[src/rtl/muldiv_issue_ctrl.sv]
// EX-stage issue controller for the iterative multiply/divide units: latches the
// request, runs the start/annul handshake, stalls EX and writes the result to HI/LO.
//
// Handshake: start_o rises on issue and stays high until the selected unit's ready
// is sampled (or the op is flushed/aborted); the unit must drop ready once start_o
// falls. annul_o is a one-cycle pulse; hilo_we_o is a one-cycle pulse with hi_o/lo_o.
module muldiv_issue_ctrl #(
    parameter int TIMEOUT = 40,
    parameter int CNT_W   = 6
) (
    input  logic        clk,
    input  logic        rst,
    input  logic        op_valid_i,
    input  logic [1:0]  op_i,
    input  logic [31:0] src1_i,
    input  logic [31:0] src2_i,
    input  logic        flush_i,
    output logic        stallreq_o,
    output logic        start_o,
    output logic        annul_o,
    output logic        signed_o,
    output logic [31:0] opdata1_o,
    output logic [31:0] opdata2_o,
    output logic        mul_sel_o,
    input  logic        mul_ready_i,
    input  logic [63:0] mul_result_i,
    input  logic        div_ready_i,
    input  logic [63:0] div_result_i,
    output logic        hilo_we_o,
    output logic [31:0] hi_o,
    output logic [31:0] lo_o,
    output logic        timeout_o,
    output logic [1:0]  state_dbg
);

    typedef enum logic [1:0] {
        ST_IDLE    = 2'd0,
        ST_WAIT    = 2'd1,
        ST_DONE    = 2'd2,
        ST_RELEASE = 2'd3
    } state_t;

    state_t           state_q, state_d;
    logic [CNT_W-1:0] cnt_q, cnt_d;
    logic             stall_q, stall_d;
    logic             start_q, start_d;
    logic             annul_q, annul_d;
    logic             signed_q, signed_d;
    logic             sel_q, sel_d;
    logic             we_q, we_d;
    logic             timeout_q, timeout_d;
    logic [31:0]      d1_q, d1_d;
    logic [31:0]      d2_q, d2_d;
    logic [31:0]      hi_q, hi_d;
    logic [31:0]      lo_q, lo_d;

    logic             issue;
    logic             unit_ready;
    logic [63:0]      unit_result;

    // Gated by rst so that stallreq_o reads 0 while the block is held in reset.
    assign issue       = rst && (state_q == ST_IDLE) && op_valid_i && !flush_i;
    assign unit_ready  = sel_q ? mul_ready_i  : div_ready_i;
    assign unit_result = sel_q ? mul_result_i : div_result_i;

    always_comb begin
        state_d   = state_q;
        cnt_d     = cnt_q;
        stall_d   = stall_q;
        start_d   = start_q;
        annul_d   = 1'b0;
        signed_d  = signed_q;
        sel_d     = sel_q;
        we_d      = 1'b0;
        timeout_d = timeout_q;
        d1_d      = d1_q;
        d2_d      = d2_q;
        hi_d      = hi_q;
        lo_d      = lo_q;
        case (state_q)
            ST_IDLE: begin
                if (issue) begin
                    d1_d     = src1_i;
                    d2_d     = src2_i;
                    signed_d = ~op_i[0];
                    sel_d    = ~op_i[1];
                    start_d  = 1'b1;
                    stall_d  = 1'b1;
                    cnt_d    = '0;
                    state_d  = ST_WAIT;
                end
            end
            ST_WAIT: begin
                cnt_d = cnt_q + CNT_W'(1);
                // Flush beats a same-cycle ready: the killed instruction must not write HI/LO.
                if (flush_i) begin
                    annul_d = 1'b1;
                    start_d = 1'b0;
                    stall_d = 1'b0;
                    state_d = ST_RELEASE;
                end else if (unit_ready) begin
                    hi_d    = unit_result[63:32];
                    lo_d    = unit_result[31:0];
                    start_d = 1'b0;
                    stall_d = 1'b0;
                    we_d    = 1'b1;
                    state_d = ST_DONE;
                end else if (cnt_d == CNT_W'(TIMEOUT)) begin
                    timeout_d = 1'b1;
                    annul_d   = 1'b1;
                    start_d   = 1'b0;
                    stall_d   = 1'b0;
                    state_d   = ST_RELEASE;
                end
            end
            ST_DONE: begin
                state_d = ST_IDLE;
            end
            ST_RELEASE: begin
                start_d = 1'b0;
                state_d = ST_IDLE;
            end
            default: begin
                state_d = ST_IDLE;
            end
        endcase
    end

    always_ff @(posedge clk) begin
        if (!rst) begin
            state_q   <= ST_IDLE;
            cnt_q     <= '0;
            stall_q   <= 1'b0;
            start_q   <= 1'b0;
            annul_q   <= 1'b0;
            signed_q  <= 1'b0;
            sel_q     <= 1'b0;
            we_q      <= 1'b0;
            timeout_q <= 1'b0;
            d1_q      <= '0;
            d2_q      <= '0;
            hi_q      <= '0;
            lo_q      <= '0;
        end else begin
            state_q   <= state_d;
            cnt_q     <= cnt_d;
            stall_q   <= stall_d;
            start_q   <= start_d;
            annul_q   <= annul_d;
            signed_q  <= signed_d;
            sel_q     <= sel_d;
            we_q      <= we_d;
            timeout_q <= timeout_d;
            d1_q      <= d1_d;
            d2_q      <= d2_d;
            hi_q      <= hi_d;
            lo_q      <= lo_d;
        end
    end

    assign stallreq_o = stall_q | issue;
    assign start_o    = start_q;
    assign annul_o    = annul_q;
    assign signed_o   = signed_q;
    assign mul_sel_o  = sel_q;
    assign opdata1_o  = d1_q;
    assign opdata2_o  = d2_q;
    assign hilo_we_o  = we_q;
    assign hi_o       = hi_q;
    assign lo_o       = lo_q;
    assign timeout_o  = timeout_q;
    assign state_dbg  = state_q;

endmodule

[config.mk]
export PLATFORM = sky130hd
export DESIGN_NAME = muldiv_issue_ctrl
export DESIGN_NICKNAME = d
export VERILOG_FILES = /design/src/rtl/muldiv_issue_ctrl.sv
export SDC_FILE = /design/constraint.sdc
export NUM_CORES = 1
export LEC_CHECK = 0
export ABC_AREA = 1
export ABC_CLOCK_PERIOD_IN_PS = 1300
export BUFFER_PORTS_ARGS = -buffer_cell sky130_fd_sc_hd__buf_2
export CAP_MARGIN = 20
export CORE_AREA = 2 2 129 131
export DETAILED_ROUTE_END_ITERATION = 12
export DIE_AREA = 0 0 131 133
export PLACE_DENSITY = 0.7
export SLEW_MARGIN = 20
export SYNTH_ARGS = -nofsm -noshare
export SYNTH_HDL_FRONTEND = slang
export SYNTH_SLANG_ARGS = --single-unit
[constraint.sdc]
create_clock -name clk -period 1.3 [get_ports clk]
set_input_delay 0.26 -clock clk [delete_from_list [all_inputs] [get_ports clk]]
set_output_delay 0.26 -clock clk [all_outputs]
set_load 0.05 [all_outputs]
==> results of run 1 <==
==> where the power goes <==
part	switching, mW	total, mW	internal, mW	leakage [nW]
registers	0.135	4.73	4.60	1.17
logic	1.61	2.70	1.09	3.37
clock network	1.96	4.66	2.70	0.273
==> through the flow <==
stage | setup TNS, ns | util | cell area (um^2) | power [mW] | cells
after floorplan | -5.39 | - | 5680 | 6.11 | 661
after global placement | -2.89 | 0.478 | 7740 | 6.82 | 1204
after detailed placement | -3.26 | 0.478 | 7740 | 6.84 | 1204
after CTS | -8.36 | 0.569 | 9200 | 11.7 | 1265
after global routing | -27.57 | 0.643 | 10400 | 12.5 | 1295
final | -18.35 | 0.643 | 10400 | 12.1 | 1295
==> layer usage <==
layer	global-route usage	part of all wire	routed length, um	vias up
li1	-	-	-	3060
met1	0.247	0.40	8490	2986
met2	0.359	0.53	11300	211
met3	0.0603	0.055	1160	26
met4	0.0615	0.014	288	0
met5	0	0	0	-
==> critical path, stage by stage, from the launching register on <==
cell,delay [ns]
dfxtp_4,0.36
nor2_4,0.04
nand3_2,0.08
inv_2,0.04
or2_4,0.23
buf_8,0.15
==> Yosys cell counts (all sizes together) <==
| cell type | count | area share |
|---|---|---|
| nand2 | 152 | 0.10 |
| dfxtp | 143 | 0.51 |
| a21oi | 78 | 0.069 |
| nand3 | 73 | 0.065 |
| o21ai | 68 | 0.061 |
| mux2i | 64 | 0.11 |
| buf | 40 | 0.044 |
| inv | 14 | 0.0093 |
| clkbuf | 11 | 0.0075 |
| nor2 | 8 | 0.0071 |
| ha | 2 | 0.0044 |
| nand4 | 2 | 0.0022 |
| or2 | 2 | 0.0022 |
| nor3 | 1 | 0.00089 |
| o211ai | 1 | 0.0013 |
| o21bai | 1 | 0.0013 |
| xor2 | 1 | 0.0016 |
==> registers in the layout (all words and copies together) (netlist names) <==
name / count
opdata1_o: 32
stall_q: 1
state_dbg: 2
start_o: 1
mul_sel_o: 1
signed_o: 1
hilo_we_o: 1
annul_o: 1
opdata2_o: 32
hi_o: 32
cnt_q: 6
lo_o: 32
timeout_o: 1
==> path summary, 6_finish.rpt <==
kind,startpoint,to,slack (ns),cells after the start
setup / recovery,state_dbg[0],stallreq_o,-0.27,5
hold reg to reg,opdata2_o[6],opdata2_o[6],0.46,2
setup reg to reg,state_dbg[0],opdata2_o[7],-0.20,11
hold / removal,op_i[0],signed_o,0.02,2
==> cell type report <==
type                    instances  area, um^2  area share
clock inverters                12         109      0.0105
inverters                      14        57.6     0.00553
flip-flops and latches        143        2880       0.277
clock buffers                  20         447      0.0429
repair buffers                433        3450       0.332
multi-input cells             453        3180       0.305
well taps                     220         275      0.0265
==> what timing repair did <==
| item | CTS | global route |
|---|---|---|
| pin swaps | 9 | 47 |
| hold buffers | 1 | 0 |
| endpoints found under the hold margin | 1 | 0 |
| gates cloned | 11 | 15 |
| setup endpoints to repair | 86 | 207 |
| resized for setup | 150 | 300 |
| buffers inserted | 17 | 26 |
==> logic make-up (layout without fill, tap and decap cells) <==
| family | after synthesis | count (layout) | synth area share |
|---|---|---|---|
| buffers and inverters | 65 | 479 | 0.0608 |
| XOR/XNOR | 1 | 1 | 0.00155 |
| flip-flops | 143 | 143 | 0.508 |
| AO/OA/AOI/OAI | 148 | 148 | 0.133 |
| multiplexers | 64 | 64 | 0.114 |
| AND/OR/NAND/NOR | 238 | 238 | 0.179 |
| adder cells (fa/ha/maj) | 2 | 2 | 0.00444 |
==> results.cfg, run 1 <==
[run]
maxCapViolations = 0

[sta]
worstMarginPinSlew_ns = 0.414
skew_ns = 0.00979
hold_slack_ns = 0.0203
period_needed_ns = 1.57
rsz0062_at_grt = true
layout_setup_ws_ns = -0.271
drv_slew = 0
clock.fmax_mhz = 636
hold_viol = 0
setup_viol = 145
slew_headroom = 0.724
fin_crit_sh = 1.21

[worst_setup_path]
cp-start-kind = flop
crit_path_end_kind = primary output
critPathMaxFanout = 2
worstPathRequired_ns = 1.04
critical_path_class = reg -> out
cp.arrival_ns = 1.31

[logic_synthesis]
yosysWarningCount = 0
yosysUniqueCellTypes = 27
syn_nets = 863
syn_avg_cell_area_um2 = 8.53
postSynthCellCount = 661
synth-seq-area-share = 0.508
netlist_area_mm2 = 0.00564
synth_seq_cells = 143

[clock_tree]
tritoncts = done
cts_sinks = 143
clkLatencyLatePin_ns = 0.42
clk_pin_slew_worst_paths_ns = 0.06
root_buffer = clkbuf_16
cts_buffers = 17
cts_max_level = 4
clockBufferDepth = 2

[cells_and_area]
layout_commonest_cell = buf_2
nFillCells = 1271
nets = 1264
layout_common_cells = buf_2 (220), dfxtp_1 (134), nand2_1 (76)
n_antenna_cell = 0
drive_above_1_share = 0.615
syn_to_final_growth_pct = 84.6

[grt]
grt_pass1_wl_um = 28500
grt_use_total = 0.207
grt_pass1_vias = 5647
grt.overflow.total = 0
antenna_found_initial = 0
grt_max_degree = 74

[power_and_ir_drop]
powerDensity_mw_per_mm2 = 1160
irDropWorstVdd_v = 0.000872
power_leakage_nw = 4.81

[placed_design]
gp_congestion = 0.759
dp_slack_ns = -0.101
dpl.hpwl_um = 12100
io_buffer_count = 336

[detailed_routing]
vias = 6283
antenna_left = 0
detail_route.wirelength_um = 21300
drt_iter0_markers = 196
firstDrtPassIters = 4
viasPerCell = 4.85
wl_per_cell_um = 16.4
drc = 0

[die]
num_rows = 47
core_area_mm2 = 0.0162
fp.dieW_um = 131
die_height_um = 133
io_pins = 337
dieArea_mm2 = 0.0174
initial_core_util = 0.349

[status]
outcome = finished, violations left
violations = negative setup slack

[worst_hold_path]
worstHoldPathType = in -> reg
Power figures use the tool's default switching activity.
==> run 2: changes to the inputs <==
--- a/config.mk
+++ b/config.mk
@@ -12,7 +12,7 @@
 export CORE_AREA = 2 2 129 131
 export DETAILED_ROUTE_END_ITERATION = 12
 export DIE_AREA = 0 0 131 133
-export PLACE_DENSITY = 0.7
+export PLACE_DENSITY = 0.76
 export SLEW_MARGIN = 20
 export SYNTH_ARGS = -nofsm -noshare
 export SYNTH_HDL_FRONTEND = slang
==> results.cfg, run 2 (same netlist as run 1, synthesis figures left out) <==
[die]
dieArea_mm2 = 0.0174
die_height_um = 133
fp.dieW_um = 131
io_pins = 337
initial_core_util = 0.349
core_area_mm2 = 0.0162
num_rows = 47

[sta]
fin_crit_sh = 1.21
worstMarginPinSlew_ns = 0.394
clock.fmax_mhz = 636
setup_viol = 78
timing.setup.tns_ns = -10.87
rsz0062_at_grt = true
slew_headroom = 0.737
period_needed_ns = 1.57
hold_viol = 0
layout_setup_ws_ns = -0.273
skew_ns = 0.0182
drv_slew = 0

[worst_setup_path]
cpPeakStageDelay_ns = 0.36
crit_buf_inv = 2
critPathMaxFanout = 3
critical_path_class = reg -> out
cp.arrival_ns = 1.31
r2r_setup_slack_ns = -0.21
crit_family = flip-flops
cp-start-kind = flop
worstPathRequired_ns = 1.04
crit_path_end_kind = primary output
path_cells = nor2_4 -> nand3_2 -> inv_2 -> or2_4 -> buf_8
crit_path_top_delay_cell = dfxtp_4

[placed_design]
io_buffer_count = 336
gp_congestion = 0.788
dpl.hpwl_um = 12400
postPlaceCellArea_mm2 = 0.00782

[worst_hold_path]
worstHoldPathType = in -> reg

[detailed_routing]
firstDrtPassIters = 4
wl_per_cell_um = 15.4
drt_iter0_markers = 211
detail_route.wirelength_um = 19600
drc = 0
vias = 6165
viasPerCell = 4.83
antenna_left = 0

[grt]
grt_use_total = 0.189
antenna_found_initial = 0
grt_max_degree = 59
grt_pass1_vias = 5529
grt_pass1_wl_um = 26000
grt.overflow.total = 0

[clock_tree]
clockBufferDepth = 2
clkLatencyLatePin_ns = 0.42
cts_max_level = 4
clk_pin_slew_worst_paths_ns = 0.06
root_buffer = clkbuf_16
cts_buffers = 17
cts_sinks = 143
tritoncts = done

[power_and_ir_drop]
p_total_mw = 11.8
power_leakage_nw = 4.59
irDropWorstVdd_v = 0.000831
powerDensity_mw_per_mm2 = 1190

[cells_and_area]
stdcell_area_mm2 = 0.00991
layout_commonest_cell = buf_2
n_antenna_cell = 0
syn_to_final_growth_pct = 75.7
layout_common_cells = buf_2 (216), nand2_1 (142), dfxtp_1 (133)
drive_above_1_share = 0.545
nets = 1245

[status]
violations = negative setup slack
outcome = finished, violations left

[run]
maxCapViolations = 0
-- run 2: cell count changes in the layout (fill, tap and decap cells not counted), sizes merged --
cell,delta
clkbuf,+5
dlygate4sd3,+1
buf,-26
clkinv,+3
inv,-2
-- run 2: what timing repair did --
action / 4_1_cts / 5_1_grt
endpoints found under the hold margin: 2 / 0
buffers inserted: 8 / 7
pin swaps: 11 / 18
hold buffers: 2 / 0
gates resized for setup: 67 / 299
endpoints found under the setup margin: 109 / 245
cloned: 0 / 15
-- run 2: layout make-up --
| cell class | count | area [um^2] |
|---|---|---|
| Clock buffer | 19 | 443 |
| Timing Repair Buffer | 414 | 3180 |
| Inverter | 14 | 55.1 |
| Multi-Input combinational cell | 453 | 2950 |
| Clock inverter | 13 | 114 |
| Fill cell | 1292 | 6260 |
| Tap cell | 220 | 275 |
| Sequential cell | 143 | 2890 |
-- run 2: metrics by stage --
| step | util | hold slack, ns | worst slack (ns) | instances |
|---|---|---|---|---|
| 2_1_floorplan | - | 0.340 | -0.0938 | 661 |
| 3_3_place_gp | 0.483 | 0.424 | -0.0671 | 1213 |
| 3_5_place_dp | 0.483 | 0.435 | -0.134 | 1213 |
| 5_1_grt | 0.613 | 0.0264 | -0.326 | 1276 |
| 4_1_cts | 0.535 | 0.0193 | -0.295 | 1255 |
| 6_report | 0.613 | 0.0335 | -0.273 | 1276 |
-- run 2: path summary, 6_finish.rpt --
path	start	cells after the start	end
hold reg to reg	timeout_o	2	timeout_o
setup / recovery	state_dbg[1]	5	stallreq_o
setup reg to reg	mul_sel_o	8	lo_o[5]
hold / removal	src2_i[20]	3	opdata2_o[20]
-- run 2: power by group --
group          leakage, nW  internal [mW]  switching (mW)
Combinational         3.15          0.990            1.50
Clock                0.273           2.68            1.90
Sequential            1.17           4.60           0.141
Total                 4.59           8.27            3.53
-- run 2: worst min-delay path, delay by kind of cell --
| kind | cells | cell delay, ns |
|---|---|---|
| buffers and inverters | 1 | 0.07 |
| and+or+nand+nor | 2 | 0.09 |
-- run 2: per-layer routing --
| metal | share of wire | GRT usage | vias to the layer above |
|---|---|---|---|
| met5 | 0 | 0 | - |
| met4 | 0.024 | 0.0762 | 0 |
| met3 | 0.062 | 0.0598 | 36 |
| met2 | 0.52 | 0.328 | 256 |
| met1 | 0.40 | 0.212 | 2847 |
| li1 | - | - | 3026 |
